$ cat src/rtl/j_pulse_pkg.sv
// Shared types and default field widths for the JERRY pulse generator
// and its measurement receiver.
package j_pulse_pkg;

    localparam int J_PERIOD_W = 8;
    localparam int J_WIDTH_W  = 7;

    typedef enum logic [1:0] {
        IDLE = 2'd0,
        SYNC = 2'd1,
        MEAS = 2'd2
    } jp_state_e;

endpackage

$ cat src/rtl/j_pulse_edge.sv
// Tick-qualified edge detector for the measured pulse stream.
// pin_q resets high so a line that is already high never looks like a rise.
module j_pulse_edge (
    input  logic sys_clk,
    input  logic reset,
    input  logic tick,
    input  logic pulse_in,
    output logic rise,
    output logic fall
);

    logic pin_q;

    always_ff @(posedge sys_clk or posedge reset) begin
        if (reset) begin
            pin_q <= 1'b1;
        end else if (tick) begin
            pin_q <= pulse_in;
        end
    end

    assign rise = tick & pulse_in & ~pin_q;
    assign fall = tick & ~pulse_in & pin_q;

endmodule

$ cat src/rtl/j_pulse_meas.sv
// Pulse-train period / high-time measurement, results in the generator's
// count-minus-one divider encoding.
module j_pulse_meas
    import j_pulse_pkg::*;
#(
    parameter int PERIOD_W = J_PERIOD_W,
    parameter int WIDTH_W  = J_WIDTH_W
) (
    input  logic                sys_clk,
    input  logic                reset,
    input  logic                tick,
    input  logic                pulse_in,
    input  logic                arm,
    input  logic                stop,
    output logic [PERIOD_W-1:0] period,
    output logic [WIDTH_W-1:0]  width,
    output logic                valid,
    output logic                overflow,
    output logic                busy
);

    localparam logic [PERIOD_W-1:0] PMAX = '1;
    localparam logic [WIDTH_W-1:0]  WMAX = '1;

    jp_state_e           state, state_d;
    logic [PERIOD_W-1:0] pcnt, pcnt_d;
    logic [WIDTH_W-1:0]  wcnt, wcnt_d;
    logic                high_ph, high_d;
    logic [PERIOD_W-1:0] period_d;
    logic [WIDTH_W-1:0]  width_d;
    logic                valid_d;
    logic                ovf_d;
    logic                rise;
    logic                fall;

    j_pulse_edge u_edge (
        .sys_clk  (sys_clk),
        .reset    (reset),
        .tick     (tick),
        .pulse_in (pulse_in),
        .rise     (rise),
        .fall     (fall)
    );

    always_ff @(posedge sys_clk or posedge reset) begin
        if (reset) begin
            state    <= IDLE;
            pcnt     <= '0;
            wcnt     <= '0;
            high_ph  <= 1'b0;
            period   <= '0;
            width    <= '0;
            valid    <= 1'b0;
            overflow <= 1'b0;
        end else begin
            state    <= state_d;
            pcnt     <= pcnt_d;
            wcnt     <= wcnt_d;
            high_ph  <= high_d;
            period   <= period_d;
            width    <= width_d;
            valid    <= valid_d;
            overflow <= ovf_d;
        end
    end

    always_comb begin
        state_d  = state;
        pcnt_d   = pcnt;
        wcnt_d   = wcnt;
        high_d   = high_ph;
        period_d = period;
        width_d  = width;
        valid_d  = 1'b0;
        ovf_d    = overflow;
        if (stop) begin
            state_d = IDLE;
            pcnt_d  = '0;
            wcnt_d  = '0;
            high_d  = 1'b0;
        end else if (arm) begin
            state_d = SYNC;
            ovf_d   = 1'b0;
            pcnt_d  = '0;
            wcnt_d  = '0;
            high_d  = 1'b0;
        end else if (tick) begin
            unique case (state)
                IDLE: begin
                    pcnt_d = '0;
                    wcnt_d = '0;
                end
                SYNC: begin
                    if (rise) begin
                        state_d = MEAS;
                        pcnt_d  = '0;
                        wcnt_d  = '0;
                        high_d  = 1'b1;
                    end
                end
                MEAS: begin
                    if (rise) begin
                        period_d = pcnt;
                        width_d  = wcnt;
                        valid_d  = 1'b1;
                        pcnt_d   = '0;
                        wcnt_d   = '0;
                        high_d   = 1'b1;
                    end else if (pcnt == PMAX) begin
                        // no edge within the counter range: resync
                        ovf_d   = 1'b1;
                        state_d = SYNC;
                        pcnt_d  = '0;
                        wcnt_d  = '0;
                        high_d  = 1'b0;
                    end else begin
                        pcnt_d = pcnt + 1'b1;
                        if (pulse_in && high_ph && wcnt != WMAX) begin
                            wcnt_d = wcnt + 1'b1;
                        end
                        // high phase only ever ends on the first low tick
                        if (fall) begin
                            high_d = 1'b0;
                        end
                    end
                end
                default: begin
                    state_d = IDLE;
                end
            endcase
        end
    end

    assign busy = (state != IDLE);

endmodule

$ cat config.mk
export PLATFORM = sky130hd
export DESIGN_NAME = j_pulse_meas
export DESIGN_NICKNAME = d
export VERILOG_FILES = /design/src/rtl/j_pulse_pkg.sv /design/src/rtl/j_pulse_edge.sv /design/src/rtl/j_pulse_meas.sv
export SDC_FILE = /design/constraint.sdc
export NUM_CORES = 1
export LEC_CHECK = 0
export CORE_UTILIZATION = 54
export DETAILED_ROUTE_END_ITERATION = 6
export GPL_TIMING_DRIVEN = 0
export PLACE_DENSITY = 0.85
export SLEW_MARGIN = 40
export SYNTH_ARGS = -nofsm -noshare
export SYNTH_HDL_FRONTEND = slang
export SYNTH_HIERARCHICAL = 1
export SYNTH_SLANG_ARGS = --single-unit
export TNS_END_PERCENT = 50
$ cat constraint.sdc
create_clock -name sys_clk -period 2.3 [get_ports sys_clk]
set_input_delay 0.23 -clock sys_clk [delete_from_list [all_inputs] [get_ports sys_clk]]
set_output_delay 0.23 -clock sys_clk [all_outputs]
set_load 0.02 [all_outputs]
Yosys cells after proc, flatten, opt, wreduce, memory -nomap -nowiden:

Cells that the tools add are included.

* bits in registers: 36
* input bits: 6
* output and inout bits: 18
* logic and storage cells: 86

* add/subtract/negate cells: 2
* eq/ne operators: 11
* muxes and demuxes: 40
* bitwise gates (word level): 8
* reduce and logical (&&, ||, !) cells: 16

Operators by type and width (count)
* two-way mux 7 bit: 7
* two-way mux 8 bit: 6
* one-hot mux 8 bit (3 select lines): 1
* one-hot mux 7 bit (3 select lines): 1
* two-way mux 1 bit: 17
* AND reduction 5 bit: 3
* two-way mux 2 bit: 6
* inequality test 4 bit, second input constant: 3
* inequality test 6 bit, second input constant: 2
* adder 8 x 1 -> 8 bit, second input constant: 1
* == test 8 bit, second input constant: 1
* AND reduction 4 bit: 2
* nonzero test 2 bit: 4
* adder 7 x 1 -> 7 bit, second input constant: 1
* inequality test 7 bit, second input constant: 1
* one-hot mux 2 bit (3 select lines): 1
* nonzero test 5 bit: 1
* AND 1 bit: 4
* inverter 1 bit: 4
* nonzero test 4 bit: 1
* inequality test 3 bit, second input constant: 1
* AND reduction 3 bit: 1
* nonzero test 3 bit: 1
* == test 2 x 1 -> 1 bit, second input constant: 1
* other kinds (5): 6

Logic depth before layout (Yosys ltp):

Gate-level depths: netlist of run 1.

* depth after elaboration: 10
* gate-level depth with buffers: 7
* gate-level depth less buffers: 6

Cells and area by module:

The synthesis of run 1 kept the hierarchy.

Modules (own cells, without submodules)
* j_pulse_meas: times used 1, cells an instance 157, area an instance 1813.0 µm², sequential area each 875.8 µm²
* j_pulse_edge: times used 1, cells an instance 5, area an instance 65.1 µm², sequential area each 26.3 µm²

Least setup slack after synthesis of run 1:

OpenSTA, ideal clock, no wires.

* path type: register to register
* start: register u_edge.pin_q
* end: register pcnt[3]
* library setup time: 65 ps
* data arrival time: 1736 ps
* data required time: 2235 ps
* setup slack: 499 ps
* stages on the path, launching flop included: 6
* buffers on the path: 0
* clock period less this slack: 1801 ps
* cell sequence: dfstp_2 -> and3b_2 -> nor4b_4 -> o31ai_4 -> nor4_2 -> a211o_1

* longest elaborated chain between the ends: 7
* elaborated cells on any way between the ends: 9
* those cells by class: 1 x eq/ne; 5 x mux; 2 x bitwise; 1 x reduce/logical

Ends and longest elaborated chain
* from (decl): line j_pulse_edge.sv:12 `logic pin_q;`
* from (signal assigned): line j_pulse_edge.sv:18 `pin_q <= pulse_in;`
* inverter 1 bit (*): line j_pulse_edge.sv:22 `assign rise = tick & pulse_in & ~pin_q;`
* AND 1 bit (*): line j_pulse_edge.sv:22
* named net rise: line j_pulse_meas.sv:33 `logic rise;`
* two-way mux 8 bit: line j_pulse_meas.sv:102 `if (rise) begin`
* one-hot mux 8 bit (3 select lines): line j_pulse_meas.sv:88 `unique case (state)`
* two-way mux 8 bit: line j_pulse_meas.sv:87 `end else if (tick) begin`
* two-way mux 8 bit: line j_pulse_meas.sv:81 `end else if (arm) begin`
* two-way mux 8 bit: line j_pulse_meas.sv:76 `if (stop) begin`
* to (signal assigned): line j_pulse_meas.sv:57 `pcnt <= pcnt_d;`
* to (decl): line j_pulse_meas.sv:26 `logic [PERIOD_W-1:0] pcnt, pcnt_d;`

Mark *: on every way through the listed nets, which the timed path passes. The rest lies on a longest branch. The select of a mux whose other input is x is not followed.
A chain may end at the register's enable or synchronous reset.

Final worst setup path of run 1:

* start: register u_edge.pin_q
* end: register wcnt[1]

* longest elaborated chain between the ends: 7
* elaborated cells on any way between the ends: 10
* those cells by class: 2 x eq/ne; 5 x mux; 2 x bitwise; 1 x reduce/logical

Ends and longest elaborated chain
* inverter 1 bit (*): line j_pulse_edge.sv:22
* AND 1 bit (*): line j_pulse_edge.sv:22
* named net rise: line j_pulse_meas.sv:33
* two-way mux 7 bit: line j_pulse_meas.sv:102
* one-hot mux 7 bit (3 select lines): line j_pulse_meas.sv:88
* two-way mux 7 bit: line j_pulse_meas.sv:87
* two-way mux 7 bit: line j_pulse_meas.sv:81
* two-way mux 7 bit: line j_pulse_meas.sv:76
* to (signal assigned): line j_pulse_meas.sv:58 `wcnt <= wcnt_d;`
* to (decl): line j_pulse_meas.sv:27 `logic [WIDTH_W-1:0] wcnt, wcnt_d;`

Marks and branches as above.

==> results.md, run 1 <==
- Final weighted congestion in routability-driven placement: 0.7923
- Worst clock skew: 0.01003 ns
- Starting density of the core: 56.28%
- Power density normalized to cell area: 479.6 nW/um2
- Top FF cell, synth: sky130_fd_sc_hd__dfrtp_1
- Number of nets in the layout: 203
- Fraction of synthesized area in multiplexers: 10.99%
- Post-Synthesis Net Count: 173
- Max rail drop VDD: 0.3294 mV
- Detailed-placement wirelength estimate: 2776 um
- Vias in the first global route: 1344
- Post-place instance area: 2166 um2
- Cell area after synthesis: 1878 um2
- Worst hold path type: input port to async pin
- Horizontal extent of the die: 60.98 um
- Worst setup slack for register-to-register paths: 0.26 ns
- Post-synthesis area per instance: 11.59 um2
- Clk_lat worst skew: 0.35 ns
- Placeable Area: 3337 um2
- Largest net degree at the start of global routing: 36
- Simple-gate share of the synthesized area: 16.86%
- Total length of routed wires: 3789 um
- Number of DRC violations after detailed routing: 0
- Clock Pin Slew Worst Setup and Hold Paths: 0.11 ns
- Bufs on Longest Clock Path: 2
- Multi-input gate area in the final layout: 922.1 um2
- Final std cell area, no fill: 2222 um2
- Area growth from synthesis to layout: 18.32%
- Count of input and output buffers: 23
- Post-synth EDFFs: 0
- I/O pins: 24
- Critical Path Max Stage Delay: 0.55 ns
- R2r startpoint: u_edge/pin_q$_DFFE_PP1P_
- Filler Cell Count: 268
- Synth async-reset ratio: 100.0%
- CP startpoint kind: flop
- Slowest cell on crit path: sky130_fd_sc_hd__dfstp_2
- Hold_buf cts: 0
- Achievable Freq: 490.9 MHz
- Largest family of logic cells by synthesized area: compound AO/OA/AOI/OAI gates
- Crit path DAT: 2.33 ns
- CTS tree: built
- Fraction of the mapped netlist area in compound gates: 17.92%
- Fin. max-slew vios: 0
- Number of nets with antenna violations after routing: 0
- Overall fraction of global-route tracks in use: 23.47%
- Register bit count reported by yosys: 36
- Worst hold margin: 0.2121 ns
- Vias: 1435
- Buffers inserted during post-CTS setup optimization: 0
- Final period util: 88.56%
- Count of H-tree levels built during CTS: 2
- Area of all sequential standard cells: 902.1 um2
- Total grt overflow: 0
- Number of maximum-capacitance violations: 0
- Area of the die: 3718 um2
- Count of non-filler cells in the finished layout: 239
- Synthesis Warnings: 6
- Critical path endpoint category: flop
- CTS Root Cell: sky130_fd_sc_hd__clkbuf_4
- RSZ-0062 raised after global routing: no
- XOR/XNOR Fraction of Synth Area: 0%
- Number of hold violations in the final report: 0
- Setup violators final: 0
- Depth of the worst register-to-register path: 5
- Initial DRT Pass Iterations: 4
- End of the worst register-to-register path: wcnt[1]$_DFFE_PP0P_
- Start point of the critical path: u_edge/pin_q$_DFFE_PP1P_
- Type of the worst setup path: flop to flop
- Library cells used by synthesis: 50
- Core Rows: 21
- Detail-routed via count per cell: 6.004
- Synth Instances: 162
- Cell breakdown of the critical path: and3b_2 -> nor4b_4 -> o31ai_4 -> nor2_4 -> a32o_1
- Result of the run: completed
- Final Total Pwr: 1.066 mW
- Req. time, crit path: 2.59 ns
- Register area share after synthesis: 48.03%
- Final period demand of the worst path: 2.037 ns
- Maximum net fanout on the critical path: 10
- Leakage power summed over all cells: 0.9918 nW
- Fraction of final layout cells with drive strength greater than 1: 24.87%
- Number of antenna violations at the first check in global routing: 0
- Number of placed instances, taps included: 231
- Clk sink count: 36
- Tightest slew margin relative to the limit: 51.67%
- Iteration-0 DRC Markers: 62
- Detailed-route wire length per cell: 15.85 um
- Utilization after layout: 66.59%
- ANT cells: 0
- Post-synthesis share of cell area spent on full adders, half adders and majority gates: 3.331%
- Num CTS Buffers: 5
- Wire length of the first global-routing pass: 6175 um
- Actual slew at the worst max-slew pin: 0.7238 ns
- Overall die height: 60.98 um
- Cells resized by post-CTS repair: 0
==> final cells by class <==
| cell class | instances | area share (%) |
|---|---|---|
| clock inverter | 3 | 0.8446 |
| inverter | 8 | 1.351 |
| sequential | 36 | 40.60 |
| tap | 46 | 2.590 |
| multi-input combinational | 115 | 41.50 |
| timing repair buffer | 23 | 10.36 |
| buffer | 3 | 1.070 |
| clock buffer | 5 | 1.689 |
==> placed cells by master (no fill, tap or decap), types with 2 or more instances in the layout <==
master / instances
sky130_fd_sc_hd__dfrtp_1: 35
sky130_fd_sc_hd__clkdlybuf4s50_1: 23
sky130_fd_sc_hd__mux2_2: 17
sky130_fd_sc_hd__nand2_1: 9
sky130_fd_sc_hd__nor2_1: 8
sky130_fd_sc_hd__inv_1: 7
sky130_fd_sc_hd__clkbuf_4: 6
sky130_fd_sc_hd__a21oi_1: 6
sky130_fd_sc_hd__nand3_1: 6
sky130_fd_sc_hd__nor3_1: 5
sky130_fd_sc_hd__o21ai_1: 5
sky130_fd_sc_hd__a22o_1: 5
sky130_fd_sc_hd__o21ai_0: 5
sky130_fd_sc_hd__ha_1: 5
sky130_fd_sc_hd__nand4_1: 3
sky130_fd_sc_hd__a31oi_1: 3
sky130_fd_sc_hd__nand2_2: 2
sky130_fd_sc_hd__nor2_4: 2
sky130_fd_sc_hd__o31ai_4: 2
sky130_fd_sc_hd__o31ai_1: 2
sky130_fd_sc_hd__a21o_1: 2
sky130_fd_sc_hd__clkinv_2: 2
sky130_fd_sc_hd__and3b_2: 2
==> worst max-delay path by stage <==
| stage | to | slack (ns) | depth (start not counted) |
|---|---|---|---|
| 6_report | wcnt[1]$_DFFE_PP0P_ | 0.26 | 5 |
| 5_1_grt | wcnt[1]$_DFFE_PP0P_ | 0.16 | 5 |
| 4_1_cts | wcnt[1]$_DFFE_PP0P_ | 0.27 | 5 |
| 3_5_place_dp | wcnt[1]$_DFFE_PP0P_ | -0.04 | 6 |
| 3_3_place_gp | wcnt[1]$_DFFE_PP0P_ | 0.008 | 6 |
| 2_1_floorplan | pcnt[3]$_DFFE_PP0P_ | 0.50 | 5 |
==> worst max-delay path, delay by kind of cell (launching register included) <==
family,cells,cell delay (ns)
flip-flops,1,0.55
AND/OR/NAND/NOR,3,1.00
AO/OA/AOI/OAI,2,0.43
==> cells by family after synthesis <==
group / count (synthesis)
fa+ha+maj: 5
flops: 36
compound gates: 43
buf+inv: 11
simple gates: 49
mux: 18
==> where the power goes <==
part	switching, mW	total (mW)	internal (mW)
registers	0.00392	0.642	0.638
clock network	0.220	0.337	0.117
logic	0.0544	0.0870	0.0326
total	0.278	1.07	0.788
==> sequential cells by signal, summed over array words and instances, names as in the netlist <==
signal	count
high_ph	1
overflow	1
pcnt	8
period	8
state	2
u_edge/pin_q	1
valid	1
wcnt	7
width	7
==> stage by stage <==
stage	TNS (ns)	setup slack, ns
floorplan	0	0.4995
global placement	0	0.008244
detailed placement	-0.1110	-0.03661
CTS	0	0.2679
global route	0	0.1600
finish	0	0.2630
==> metal layers <==
layer  up-vias  GRT usage (%)  wire length (um)
met4         0          10.06                66
met1       692          29.73              1608
met2        57          37.68              1885
li1        678              -                 -
met5         -              0                 0
met3         8          6.610               228
==> cell usage after synthesis, types with 2 or more instances <==
cell                      count  share of area [%]
sky130_fd_sc_hd__dfrtp_1     35                 47
sky130_fd_sc_hd__o31ai_4      2                2.3
sky130_fd_sc_hd__a22o_1       5                2.3
sky130_fd_sc_hd__inv_1        8                1.6
sky130_fd_sc_hd__o21ai_0      5                1.3
sky130_fd_sc_hd__a31oi_1      3                1.0
sky130_fd_sc_hd__o31ai_1      2               0.80
sky130_fd_sc_hd__mux2_2      17                 10
sky130_fd_sc_hd__nor2_4       2                1.2
sky130_fd_sc_hd__a21o_1       2               0.80
sky130_fd_sc_hd__a21oi_1      6                1.6
sky130_fd_sc_hd__nor2_1       8                1.6
sky130_fd_sc_hd__ha_1         5                3.3
sky130_fd_sc_hd__nand3_1      6                1.6
sky130_fd_sc_hd__nand4_1      3                1.0
sky130_fd_sc_hd__nor3_1       5                1.3
sky130_fd_sc_hd__nand2_2      2               0.67
sky130_fd_sc_hd__o21ai_1      5                1.3
sky130_fd_sc_hd__nand2_1      9                1.8
sky130_fd_sc_hd__and3b_2      2                1.1
(Power assumes the default switching activity.)
==> inputs of run 2 (changes only) <==
--- a/config.mk
+++ b/config.mk
@@ -9,6 +9,7 @@
 export DETAILED_ROUTE_END_ITERATION = 6
 export GPL_TIMING_DRIVEN = 0
 export PLACE_DENSITY = 0.85
+export REMOVE_ABC_BUFFERS = 1
 export SLEW_MARGIN = 40
 export SYNTH_ARGS = -nofsm -noshare
 export SYNTH_HDL_FRONTEND = slang
==> run 2 against run 1 <==
Compared with the run above: combinational power is 3.7% lower; final area decreased by 0.84%; global-route usage down 1.9 points; non-clock buffer count shrank 3; register-to-register slack about the same; critical path type unchanged; critical endpoint unchanged; largest cell class unchanged.
==> results.md, run 2 (synthesized netlist as in run 1, its figures left out) <==
- Actual slew at the worst max-slew pin: 0.7149 ns (-0.008924 ns)
- Most frequent cells in the layout: 35 x sky130_fd_sc_hd__dfrtp_1, 23 x sky130_fd_sc_hd__clkdlybuf4s50_1, 17 x sky130_fd_sc_hd__mux2_2, 9 x sky130_fd_sc_hd__nand2_1, 8 x sky130_fd_sc_hd__nor2_1
- Crit path DAT: 2.33 ns (about the same)
- Area of the die: 3718 um2 (unchanged)
- Met3 track demand over resource: 5.117% (-1.5 points)
- Setup violators final: 0 (unchanged)
- Vias in the first global route: 1325 (-1.4%)
- Fin. max-slew vios: 0 (unchanged)
- Slowest cell on crit path: sky130_fd_sc_hd__dfstp_2
- Detailed-placement wirelength estimate: 2528 um (-8.9%)
- Number of hold violations in the final report: 0 (unchanged)
- Met2 Resource Use GR: 35.95% (-1.7 points)
- Achievable Freq: 488.6 MHz (-0.48%)
- Cell breakdown of the critical path: and3b_2 -> nor4b_4 -> o31ai_4 -> nor2_4 -> a32o_1
- Overall die height: 60.98 um (unchanged)
- Maximum net fanout on the critical path: 10 (unchanged)
- Num CTS Buffers: 5 (unchanged)
- Number of antenna violations at the first check in global routing: 0 (unchanged)
- Placeable Area: 3337 um2 (unchanged)
- Cells resized by post-CTS repair: 0 (unchanged)
- Overall fraction of global-route tracks in use: 21.59% (-1.9 points)
- CP startpoint kind: flop
- Regs by FF count: pcnt: 8 flops, period: 8 flops
- Detail-routed via count per cell: 6.169 (+2.8%)
- Power density normalized to cell area: 489.1 nW/um2 (+2.0%)
- Core Rows: 21 (unchanged)
- CTS tree: built
- Detailed-route wire length per cell: 15.38 um (-3.0%)
- Buf+Inv Stages, Crit Path: 0 (unchanged)
- Final Total Pwr: 1.078 mW (+1.1%)
- Type of the worst setup path: flop to flop
- Area growth from synthesis to layout: 17.32%
- Critical Path Max Stage Delay: 0.55 ns (about the same)
- Buffers inserted during post-CTS setup optimization: 0 (unchanged)
- Worst hold path type: input port to async pin
- RSZ-0062 raised after global routing: no
- ANT cells: 0 (unchanged)
- Final period demand of the worst path: 2.047 ns (+0.009839 ns)
- Number of nets in the layout: 200 (-1.5%)
- Layer with the highest usage: met2
- Largest net degree at the start of global routing: 36 (unchanged)
- Met1 Usage GRT: 26.26% (-3.5 points)
- Gate family responsible for the most delay along the worst path: simple AND/OR/NAND/NOR gates
- Max rail drop VDD: 0.2522 mV (-23%)
- Leakage power summed over all cells: 0.9817 nW (-1.0%)
- Tightest slew margin relative to the limit: 52.27% (+0.60 points)
- Fraction of final layout cells with drive strength greater than 1: 23.68% (-1.2 points)
- Total length of routed wires: 3629 um (-4.2%)
- Multi-input gate area in the final layout: 922.1 um2 (unchanged)
- Initial DRT Pass Iterations: 4 (unchanged)
- Final weighted congestion in routability-driven placement: 0.8468 (+6.9%)
- Total grt overflow: 0 (unchanged)
- Starting density of the core: 56.28% (unchanged)
- Count of input and output buffers: 23 (unchanged)
- Vias: 1456 (+1.5%)
- Wire length of the first global-routing pass: 5809 um (-5.9%)
- Bufs on Longest Clock Path: 2 (unchanged)
- Critical path endpoint category: flop
- I/O pins: 24 (unchanged)
- Final period util: 88.99% (+0.43 points)
- Clk sink count: 36 (unchanged)
- Iteration-0 DRC Markers: 43 (-31%)
- Req. time, crit path: 2.58 ns (about the same)
- Result of the run: completed
- Horizontal extent of the die: 60.98 um (unchanged)
- Filler Cell Count: 291 (+8.6%)
- Count of H-tree levels built during CTS: 2 (unchanged)
- Area of all sequential standard cells: 902.1 um2 (unchanged)
- Hold_buf cts: 0 (unchanged)
- Clk_lat worst skew: 0.34 ns (about the same)
- Final std cell area, no fill: 2203 um2 (-0.84%)
- Post-place instance area: 2142 um2 (-1.1%)
- Clock Pin Slew Worst Setup and Hold Paths: 0.11 ns (about the same)
- Number of nets with antenna violations after routing: 0 (unchanged)
- Worst clock skew: 0.007939 ns (-0.002092 ns)
- Worst hold margin: 0.2169 ns (+0.004852 ns)
- Number of maximum-capacitance violations: 0 (unchanged)
- Number of DRC violations after detailed routing: 0 (unchanged)
- CTS Root Cell: sky130_fd_sc_hd__clkbuf_4
- Most common library cell in the layout ignoring fill and taps: sky130_fd_sc_hd__dfrtp_1
[run 2: path summary, 6_finish.rpt]
path / startpoint / endpoint / slack (ns) / depth (start not counted)
worst max-delay path: u_edge/pin_q$_DFFE_PP1P_ / wcnt[1]$_DFFE_PP0P_ / 0.25 / 5
worst max register to register: u_edge/pin_q$_DFFE_PP1P_ / wcnt[1]$_DFFE_PP0P_ / 0.25 / 5
worst min-delay path: reset / u_edge/pin_q$_DFFE_PP1P_ / 0.22 / 2
max in group asynchronous: reset / pcnt[2]$_DFFE_PP0P_ / 1.50 / 2
worst min register to register: width[5]$_DFFE_PP0P_ / width[5]$_DFFE_PP0P_ / 0.51 / 1
min in group sys_clk: width[5]$_DFFE_PP0P_ / width[5]$_DFFE_PP0P_ / 0.51 / 1
[run 2: cell type report]
cell class,instances,area share (%)
clock buffer,6,2.328
timing repair buffer,23,10.45
sequential,36,40.94
multi-input combinational,115,41.85
inverter,8,1.363
clock inverter,2,0.4543
tap,46,2.612
[run 2: routing by layer]
layer	part of all wire (%)	vias to the layer above
met4	2.5	0
li1	-	668
met5	0	-
met1	42	733
met2	51	43
met3	4.2	12
[run 2: power by group]
group	total [mW]	internal (mW)	switching, mW
clock	0.352	0.145	0.207
sequential	0.642	0.638	0.00373
combinational	0.0838	0.0308	0.0530
total	1.08	0.814	0.264
[run 2: metrics by stage]
stage	cells	util (%)	TNS (ns)	worst slack [ns]
floorplan	159	-	0	0.4995
global placement	228	64.19	-0.01885	-0.008037
detailed placement	228	64.19	-0.3251	-0.07200
CTS	236	66.03	0	0.2559
global route	236	66.03	0	0.1349
finish	236	66.03	0	0.2532
